[src/rtl/adder_pkg.sv]
// -----------------------------------------------------------------------------
// adder_pkg
// Shared definitions for the nibble adder datapath and its result FIFO.
//   SUM_W      : width of one adder result (4-bit sum plus carry in bit 4)
//   sum_t      : adder result type
//   DROP_CNT_W : width of the saturating dropped-result counter
//   sat_inc()  : saturating increment used by the drop counter
// -----------------------------------------------------------------------------
package adder_pkg;

    localparam int SUM_W      = 5;
    localparam int DROP_CNT_W = 8;

    typedef logic [SUM_W-1:0] sum_t;

    // Increment that sticks at the all-ones value instead of wrapping.
    function automatic logic [DROP_CNT_W-1:0] sat_inc(input logic [DROP_CNT_W-1:0] v);
        return (&v) ? v : v + 1'b1;
    endfunction

endpackage

[src/rtl/result_fifo_mem.sv]
// -----------------------------------------------------------------------------
// result_fifo_mem
// DEPTH x DATA_W register array backing the adder result FIFO.
// Storage is deliberately not reset; only the pointers/count in the parent
// carry reset state.
// Ports:
//   clk    in   clock, write on rising edge
//   we     in   write enable
//   waddr  in   write address
//   wdata  in   write data
//   raddr  in   read address
//   rdata  out  asynchronous read data (mem[raddr])
// -----------------------------------------------------------------------------
module result_fifo_mem #(
    parameter int DEPTH  = 4,
    parameter int DATA_W = 5
) (
    input  logic                     clk,
    input  logic                     we,
    input  logic [$clog2(DEPTH)-1:0] waddr,
    input  logic [DATA_W-1:0]        wdata,
    input  logic [$clog2(DEPTH)-1:0] raddr,
    output logic [DATA_W-1:0]        rdata
);

    logic [DATA_W-1:0] mem [DEPTH];

    always_ff @(posedge clk) begin
        if (we) begin
            mem[waddr] <= wdata;
        end
    end

    assign rdata = mem[raddr];

endmodule

[src/rtl/adder_result_fifo.sv]
// -----------------------------------------------------------------------------
// adder_result_fifo
// Captures each 5-bit adder result on in_valid into a small show-ahead FIFO
// and hands it to a consumer through a valid/ready handshake. When the FIFO
// is full and the consumer does not pop, the incoming result is dropped.
//
// Build option: define ADDER_RESULT_FIFO_OVF_EN to build the sticky overflow
// flag and the saturating drop counter (cleared by ovf_clear). Without it,
// overflow and drop_cnt are tied to 0 and ovf_clear is ignored; drops still
// discard data silently.
//
// Ports:
//   clk        in   clock, rising edge
//   reset      in   asynchronous, active-high reset
//   in_data    in   result from the adder stage
//   in_valid   in   in_data is a new result this cycle
//   out_data   out  head entry (show-ahead), meaningful while out_valid
//   out_valid  out  FIFO non-empty
//   out_ready  in   consumer takes the head entry this cycle
//   count      out  occupancy, 0..DEPTH
//   full       out  count == DEPTH
//   empty      out  count == 0
//   overflow   out  sticky: at least one result was dropped
//   ovf_clear  in   synchronous clear of overflow and drop_cnt
//   drop_cnt   out  saturating count of dropped results
// -----------------------------------------------------------------------------
module adder_result_fifo
    import adder_pkg::*;
#(
    parameter int DEPTH  = 4,
    parameter int DATA_W = SUM_W
) (
    input  logic                    clk,
    input  logic                    reset,
    input  logic [DATA_W-1:0]       in_data,
    input  logic                    in_valid,
    output logic [DATA_W-1:0]       out_data,
    output logic                    out_valid,
    input  logic                    out_ready,
    output logic [$clog2(DEPTH):0]  count,
    output logic                    full,
    output logic                    empty,
    output logic                    overflow,
    input  logic                    ovf_clear,
    output logic [DROP_CNT_W-1:0]   drop_cnt
);

    localparam int AW = $clog2(DEPTH);
    localparam int CW = AW + 1;

    logic [AW-1:0] wr_ptr;
    logic [AW-1:0] rd_ptr;
    logic [CW-1:0] count_r;
    logic          push;
    logic          pop;

    // Status is decoded from the occupancy register only, so in_valid and
    // out_ready never reach these outputs combinationally.
    assign full      = (count_r == CW'(DEPTH));
    assign empty     = (count_r == '0);
    assign out_valid = !empty;
    assign count     = count_r;

    assign pop  = out_valid & out_ready;
    // A full FIFO still accepts a result when the head leaves in the same cycle.
    assign push = in_valid & (!full | pop);

    always_ff @(posedge clk or posedge reset) begin
        if (reset) begin
            wr_ptr  <= '0;
            rd_ptr  <= '0;
            count_r <= '0;
        end else begin
            if (push) begin
                wr_ptr <= wr_ptr + AW'(1);
            end
            if (pop) begin
                rd_ptr <= rd_ptr + AW'(1);
            end
            case ({push, pop})
                2'b10:   count_r <= count_r + CW'(1);
                2'b01:   count_r <= count_r - CW'(1);
                default: count_r <= count_r;
            endcase
        end
    end

    result_fifo_mem #(
        .DEPTH  (DEPTH),
        .DATA_W (DATA_W)
    ) u_mem (
        .clk   (clk),
        .we    (push),
        .waddr (wr_ptr),
        .wdata (in_data),
        .raddr (rd_ptr),
        .rdata (out_data)
    );

`ifdef ADDER_RESULT_FIFO_OVF_EN
    logic                  drop;
    logic                  ovf_r;
    logic [DROP_CNT_W-1:0] drop_r;

    assign drop = in_valid & full & !pop;

    // ovf_clear wins over a drop in the same cycle.
    always_ff @(posedge clk or posedge reset) begin
        if (reset) begin
            ovf_r  <= 1'b0;
            drop_r <= '0;
        end else if (ovf_clear) begin
            ovf_r  <= 1'b0;
            drop_r <= '0;
        end else if (drop) begin
            ovf_r  <= 1'b1;
            drop_r <= sat_inc(drop_r);
        end
    end

    assign overflow = ovf_r;
    assign drop_cnt = drop_r;
`else
    logic unused_ovf_clear;

    assign unused_ovf_clear = ovf_clear;
    assign overflow         = 1'b0;
    assign drop_cnt         = '0;
`endif

endmodule

[config.mk]
export PLATFORM = sky130hd
export DESIGN_NAME = adder_result_fifo
export DESIGN_NICKNAME = d
export VERILOG_FILES = /design/src/rtl/adder_pkg.sv /design/src/rtl/result_fifo_mem.sv /design/src/rtl/adder_result_fifo.sv
export SDC_FILE = /design/constraint.sdc
export NUM_CORES = 1
export LEC_CHECK = 0
export CAP_MARGIN = 20
export CORE_MARGIN = 2
export CORE_UTILIZATION = 30
export DETAILED_ROUTE_END_ITERATION = 8
export DONT_BUFFER_PORTS = 1
export PLACE_DENSITY = 0.52
export SETUP_SLACK_MARGIN = 0.1
export SLEW_MARGIN = 20
export SYNTH_ARGS = -nofsm -noshare
export SYNTH_HDL_FRONTEND = slang
export SYNTH_SLANG_ARGS = --single-unit
[constraint.sdc]
create_clock -name clk -period 2.32 [get_ports clk]
set_input_delay 0.58 -clock clk [delete_from_list [all_inputs] [get_ports clk]]
set_output_delay 0.58 -clock clk [all_outputs]
set_load 0.02 [all_outputs]
Word level (Yosys, flattened, before mapping)
Memories as Yosys holds them, arrays and structs flattened.
Cells that the tools add are included.
W data, S select, Z words.
{ "classes": {"n_addsub": 4, "n_mul": 0, "div_mod_pow": 0, "order_cmp": 0, "n_eq_ne": 3, "shifts": 0, "mux": 3, "n_bitwise": 3, "reduce_logical": 4} }
{ "op_table": {"columns": ["cell", "count"], "rows": [
  ["$pmux W3 S2", 1],
  ["$add A2 B1 Y2 const B", 2],
  ["$add A3 B1 Y3 const B", 1],
  ["$eq A3 B3 Y1 const B", 1],
  ["$logic_not A3 Y1", 1],
  ["$sub A3 B1 Y3 const B", 1],
  ["$and A1 B1 Y1", 2],
  ["$eq A2 B1 Y1 const B", 1],
  ["$eq A2 B2 Y1 const B", 1],
  ["$logic_not A1 Y1", 2],
  ["$mux W1", 2],
  ["$reduce_bool A2 Y1", 1],
  ["$or A1 B1 Y1", 1]
]} }
{ "word_totals": {"regBits": 7, "latchBits": 0, "mem_bits_rw": 20, "mem_bits_ro": 0, "in_bits": 10, "output_inout_bits": 20, "elab_cells": 21, "n_memories": 1} }
{ "memory_table": {"columns": ["name", "depth", "word_bits", "rd", "rd_ports_with_merged_regs", "wr", "line", "text"], "rows": [
  ["u_mem.mem", 4, 5, 1, 0, 1, "result_fifo_mem.sv:26", "logic [DATA_W-1:0] mem [DEPTH];"]
]} }

Depth between registers and ports, before layout
{ "logic_depth": {"depth_word": 7, "mapped_depth": 7, "ltp_nobuf": 7} }

Modules after synthesis
A second synthesis with hierarchy kept.
{ "unflattened": {"cells_unflattened": 73, "hier_area_um2": 1187.4} }
{ "by_module_without_submodules": {"columns": ["mod", "instances", "cells_each", "area_each_um2", "seq_area_each_um2"], "rows": [
  ["result_fifo_mem", 1, 30, 755.7, 600.6],
  ["adder_result_fifo", 1, 43, 431.7, 175.2]
]} }

Worst setup path after synthesis
Ideal clock, no wire load.
{ "synth_path": {"path_kind": "reg-to-reg", "start": "register count_r[1] (netlist: count[1])", "end": "register count_r[1] (netlist: count[1])", "t_arrival_ps": 2189, "required_time_ps": 2233, "slack_ps": 44, "path_stages_with_launch": 8, "n_path_buf": 0, "period_less_slack_ps": 2276, "cell_sequence": "dfrtp_1 -> or3_2 -> nand2_1 -> or2_2 -> fa_1 -> o21ba_2 -> o211ai_1 -> a22oi_1"} }
{ "synth_via": {"elab_chain_cells": 7, "word_cells_on_any_way": 13, "classes_between": "add/sub (2); eq/ne (3); mux (1); bitwise (3); reduce/logical (4)"} }
{ "synth_rtl": {"columns": ["element", "line", "text"], "rows": [
  ["start, declared", "adder_result_fifo.sv:53", "logic [CW-1:0] count_r;"],
  ["start signal, assigned", "adder_result_fifo.sv:81", "2'b10: count_r <= count_r + CW'(1);"],
  ["start signal, assigned", "adder_result_fifo.sv:82", "2'b01: count_r <= count_r - CW'(1);"],
  ["start signal, assigned", "adder_result_fifo.sv:83", "default: count_r <= count_r;"],
  ["$logic_not A3 Y1 (*)", "adder_result_fifo.sv:60", "assign empty = (count_r == '0);"],
  ["$logic_not A1 Y1 (*)", "adder_result_fifo.sv:61", "assign out_valid = !empty;"],
  ["named net out_valid", "adder_result_fifo.sv:38", "output logic out_valid,"],
  ["$and A1 B1 Y1 (*)", "adder_result_fifo.sv:64", "assign pop = out_valid & out_ready;"],
  ["$or A1 B1 Y1", "adder_result_fifo.sv:66", "assign push = in_valid & (!full | pop);"],
  ["$and A1 B1 Y1", "adder_result_fifo.sv:66", null],
  ["$eq A2 B1 Y1 / $eq A2 B2 Y1 (equally long branches)", "adder_result_fifo.sv:80", "case ({push, pop})"],
  ["$pmux W3 S2 / $reduce_bool A2 Y1 (equally long branches)", null, null]
]} }
The timed path passes the listed nets; every way through them passes the cells marked *.
A chain may end at the register's enable or synchronous reset.

Worst setup path in the final report
{ "layout_path": {"start": "register count_r[1] (netlist: count[1])", "end": "register count_r[2] (netlist: count[2])"} }
Same word-level chain as after synthesis.

==> impl_metrics.toml <==
[logic_synthesis]
ys_top_cells_by_area = "edfxtp_1 46%, dfrtp_1 13%, mux4_2 8.5%, buf_4 5.1%, ha_1 3.8%"
synth-seq-cells = 27
synth.cell_area_um2 = 1320
synth-warning-count = 0
ys_seq_area_frac = 0.589
ys.flop_type = "edfxtp_1"
synth_edf_count = 20
synth_most_common_cell = "edfxtp_1"
synth.distinct_cells = 32
synth_top_area_share = 0.456
syn_area_per_cell_um2 = 14.6
async_flop_share = 0.259
yosysTopAreaCell = "edfxtp_1"
syn_inst = 90
synth_commonest_cells = "20 x edfxtp_1, 9 x buf_4, 7 x dfrtp_1, 7 x inv_1, 5 x mux4_2"

[clock_network]
cts_sinks = 27
post_cts.repair.setup_buffers = 0
htree_levels = 1
ctsHoldBuffers = 0
clockBufferDepth = 2
post_cts_resized = 0
cts_tree = "built"
cts_buffers = 3
path_clk_slew_ns = 0.08
root_buffer = "clkbuf_8"
clk_latency_ns = 0.26

[worst_setup_path]
slowest_stage = "or4_2"
path_class = "register to register"
r2r_slack_ns = 0.24
endpoint = "count[2]$_DFFE_PP0P_"
r2r_start = "count[1]$_DFFE_PP0P_"
critPathLaunchType = "register"
path_depth = 7
rr_worst_depth = 7
worstPathCellList = "or3_4 > nand2_1 > or2_2 > fa_1 > nand2_1 > or4_2 > nand3_1"
cp_data_required_time_ns = 2.52
worstSetupStartpoint = "count[1]$_DFFE_PP0P_"
worstPathMaxFanout = 4
critPathBufInv = 0
end_kind = "register"
crit_family = "simple AND/OR/NAND/NOR gates"
reg2reg_to = "count[2]$_DFFE_PP0P_"
crit_top_cell = "nand2_1"
critPathMaxStageDelay_ns = 0.61
cp_data_arrival_time_ns = 2.29

[timing]
rsz0062_at_grt = "false"
hold_slack_ns = 0.130
hold_viol_final = 0
setup_tns_ns = 0
drv_slew = 0
fin_crit_sh = 0.898
finalSetupViolCount = 0
fin_skew_ns = 0.000958
period_needed_ns = 2.08
max_freq_ghz = 0.480

[placement]
port_buffers = 0
place_congestion = 0.689
dpl.hpwl_um = 1580

[detailed_routing]
drt-initial-drc-count = 76
drc = 0
vias = 661
wire_per_inst_um = 14.8
final_antenna_net_count = 0
drt-vias-per-instance = 4.59
wl_um = 2130
drtPass1Iterations = 4

[global_route]
grt_pass1_vias = 695
grt_usage = 0.0884
grt_max_degree = 15
grt-ovfl-total = 0
grt_pass1_wl_um = 3260
antenna_found_initial = 0

[power_and_ir_drop]
ir_drop_uv = 304
power.net_switching_uw = 649
pwr-share-seq = 0.434
switching_share = 0.371
combPwrFrac = 0.421
clkPwrFrac = 0.145
cellLeakagePower_uw = 0.000537
p_int_uw = 1100
power_density_nw_per_um2 = 1250

[floorplan]
die_w_um = 70.3
coreArea_um2 = 4290
num_rows = 24
dieArea_um2 = 4940
die_h_um = 70.3
initial_core_util = 0.307
pin_count = 30

[cells_and_area]
synthToLayoutAreaGrowth_pct = 5.60
finalNetCount = 108
diodes = 0
layout-drive-gt1-share = 0.228

[worst_hold_path]
hp-class = "primary input to async pin"

[job]
drv_cap = 0

[outcome]
status = "finished, final reports clean"
worst min-delay path by stage:
stage,start,end,cells after the start
floorplan,reset,count[0]$_DFFE_PP0P_,1
CTS,reset,count[0]$_DFFE_PP0P_,1
global placement,reset,count[1]$_DFFE_PP0P_,1
finish,reset,count[0]$_DFFE_PP0P_,1
detailed placement,reset,count[0]$_DFFE_PP0P_,1
global route,reset,count[0]$_DFFE_PP0P_,1
cells by family after synthesis:
logic type | after synthesis | share of synthesized area
mux | 6 | 0.0969
buf+inv | 20 | 0.0902
xor+xnor | 5 | 0.0332
fa+ha+maj | 5 | 0.0532
flops | 27 | 0.589
compound gates | 8 | 0.0532
other cells | 1 | 0.00285
simple gates | 18 | 0.0817
cell usage in the layout (no fill, tap or decap):
master,count
edfxtp_1,20
o21bai_1,1
or3b_1,1
or3_4,1
o32ai_1,1
nand3_1,3
o21ba_2,1
and3_1,1
clkbuf_8,3
or4_2,1
mux2_4,1
xor2_1,2
xnor2_1,3
a22oi_1,1
nand2b_1,1
inv_1,7
o221ai_1,1
fa_1,1
mux4_2,5
o211ai_1,1
buf_4,3
nor2_1,3
ha_1,4
and2_2,4
or2_2,1
o21a_4,1
dfrtp_1,7
conb_1,9
nand2_1,2
clkbuf_1,1
o21ai_0,1
worst register-to-register path, stage by stage, from the launching register on:
cell	delay, ns
dfrtp_1	0.38
or3_4	0.45
nand2_1	0.12
or2_2	0.12
fa_1	0.18
nand2_1	0.07
or4_2	0.61
nand3_1	0.10
metal layers:
metal | up-vias | part of all wire | GRT usage
li1 | 303 | - | -
met1 | 339 | 0.42 | 0.102
met2 | 17 | 0.55 | 0.150
met3 | 2 | 0.028 | 0.0188
met4 | 0 | 0.0047 | 0.0513
met5 | - | 0 | 0
state kept, by name (all words and copies together), names as in the netlist:
name       count
wr_ptr         2
u_mem.mem     20
count          3
rd_ptr         2
layout make-up:
cell class / instances / area (um^2)
tap: 52 / 65.1
sequential: 27 / 776
fill: 429 / 2900
clock buffer: 4 / 45.0
multi-input combinational: 51 / 457
inverter: 7 / 26.3
timing repair buffer: 3 / 22.5
stage by stage:
step	cells	utilization	setup slack (ns)	instance area, um^2	total power (uW)
detailed placement	140	0.314	0.246	1350	1510
global route	144	0.324	0.135	1390	1870
global placement	140	0.314	0.274	1350	1480
finish	144	0.324	0.236	1390	1750
CTS	144	0.324	0.192	1390	1770
floorplan	98	-	0.195	1350	1370
power groups by stage:
stage / clock network, uW / registers (uW) / logic [uW]
2_1_floorplan: 0 / 762 / 606
3_3_place_gp: 0 / 771 / 713
3_5_place_dp: 0 / 774 / 740
4_1_cts: 264 / 765 / 743
5_1_grt: 291 / 778 / 796
6_report: 253 / 758 / 734
Note: power is estimated with default switching activity, not from simulation.
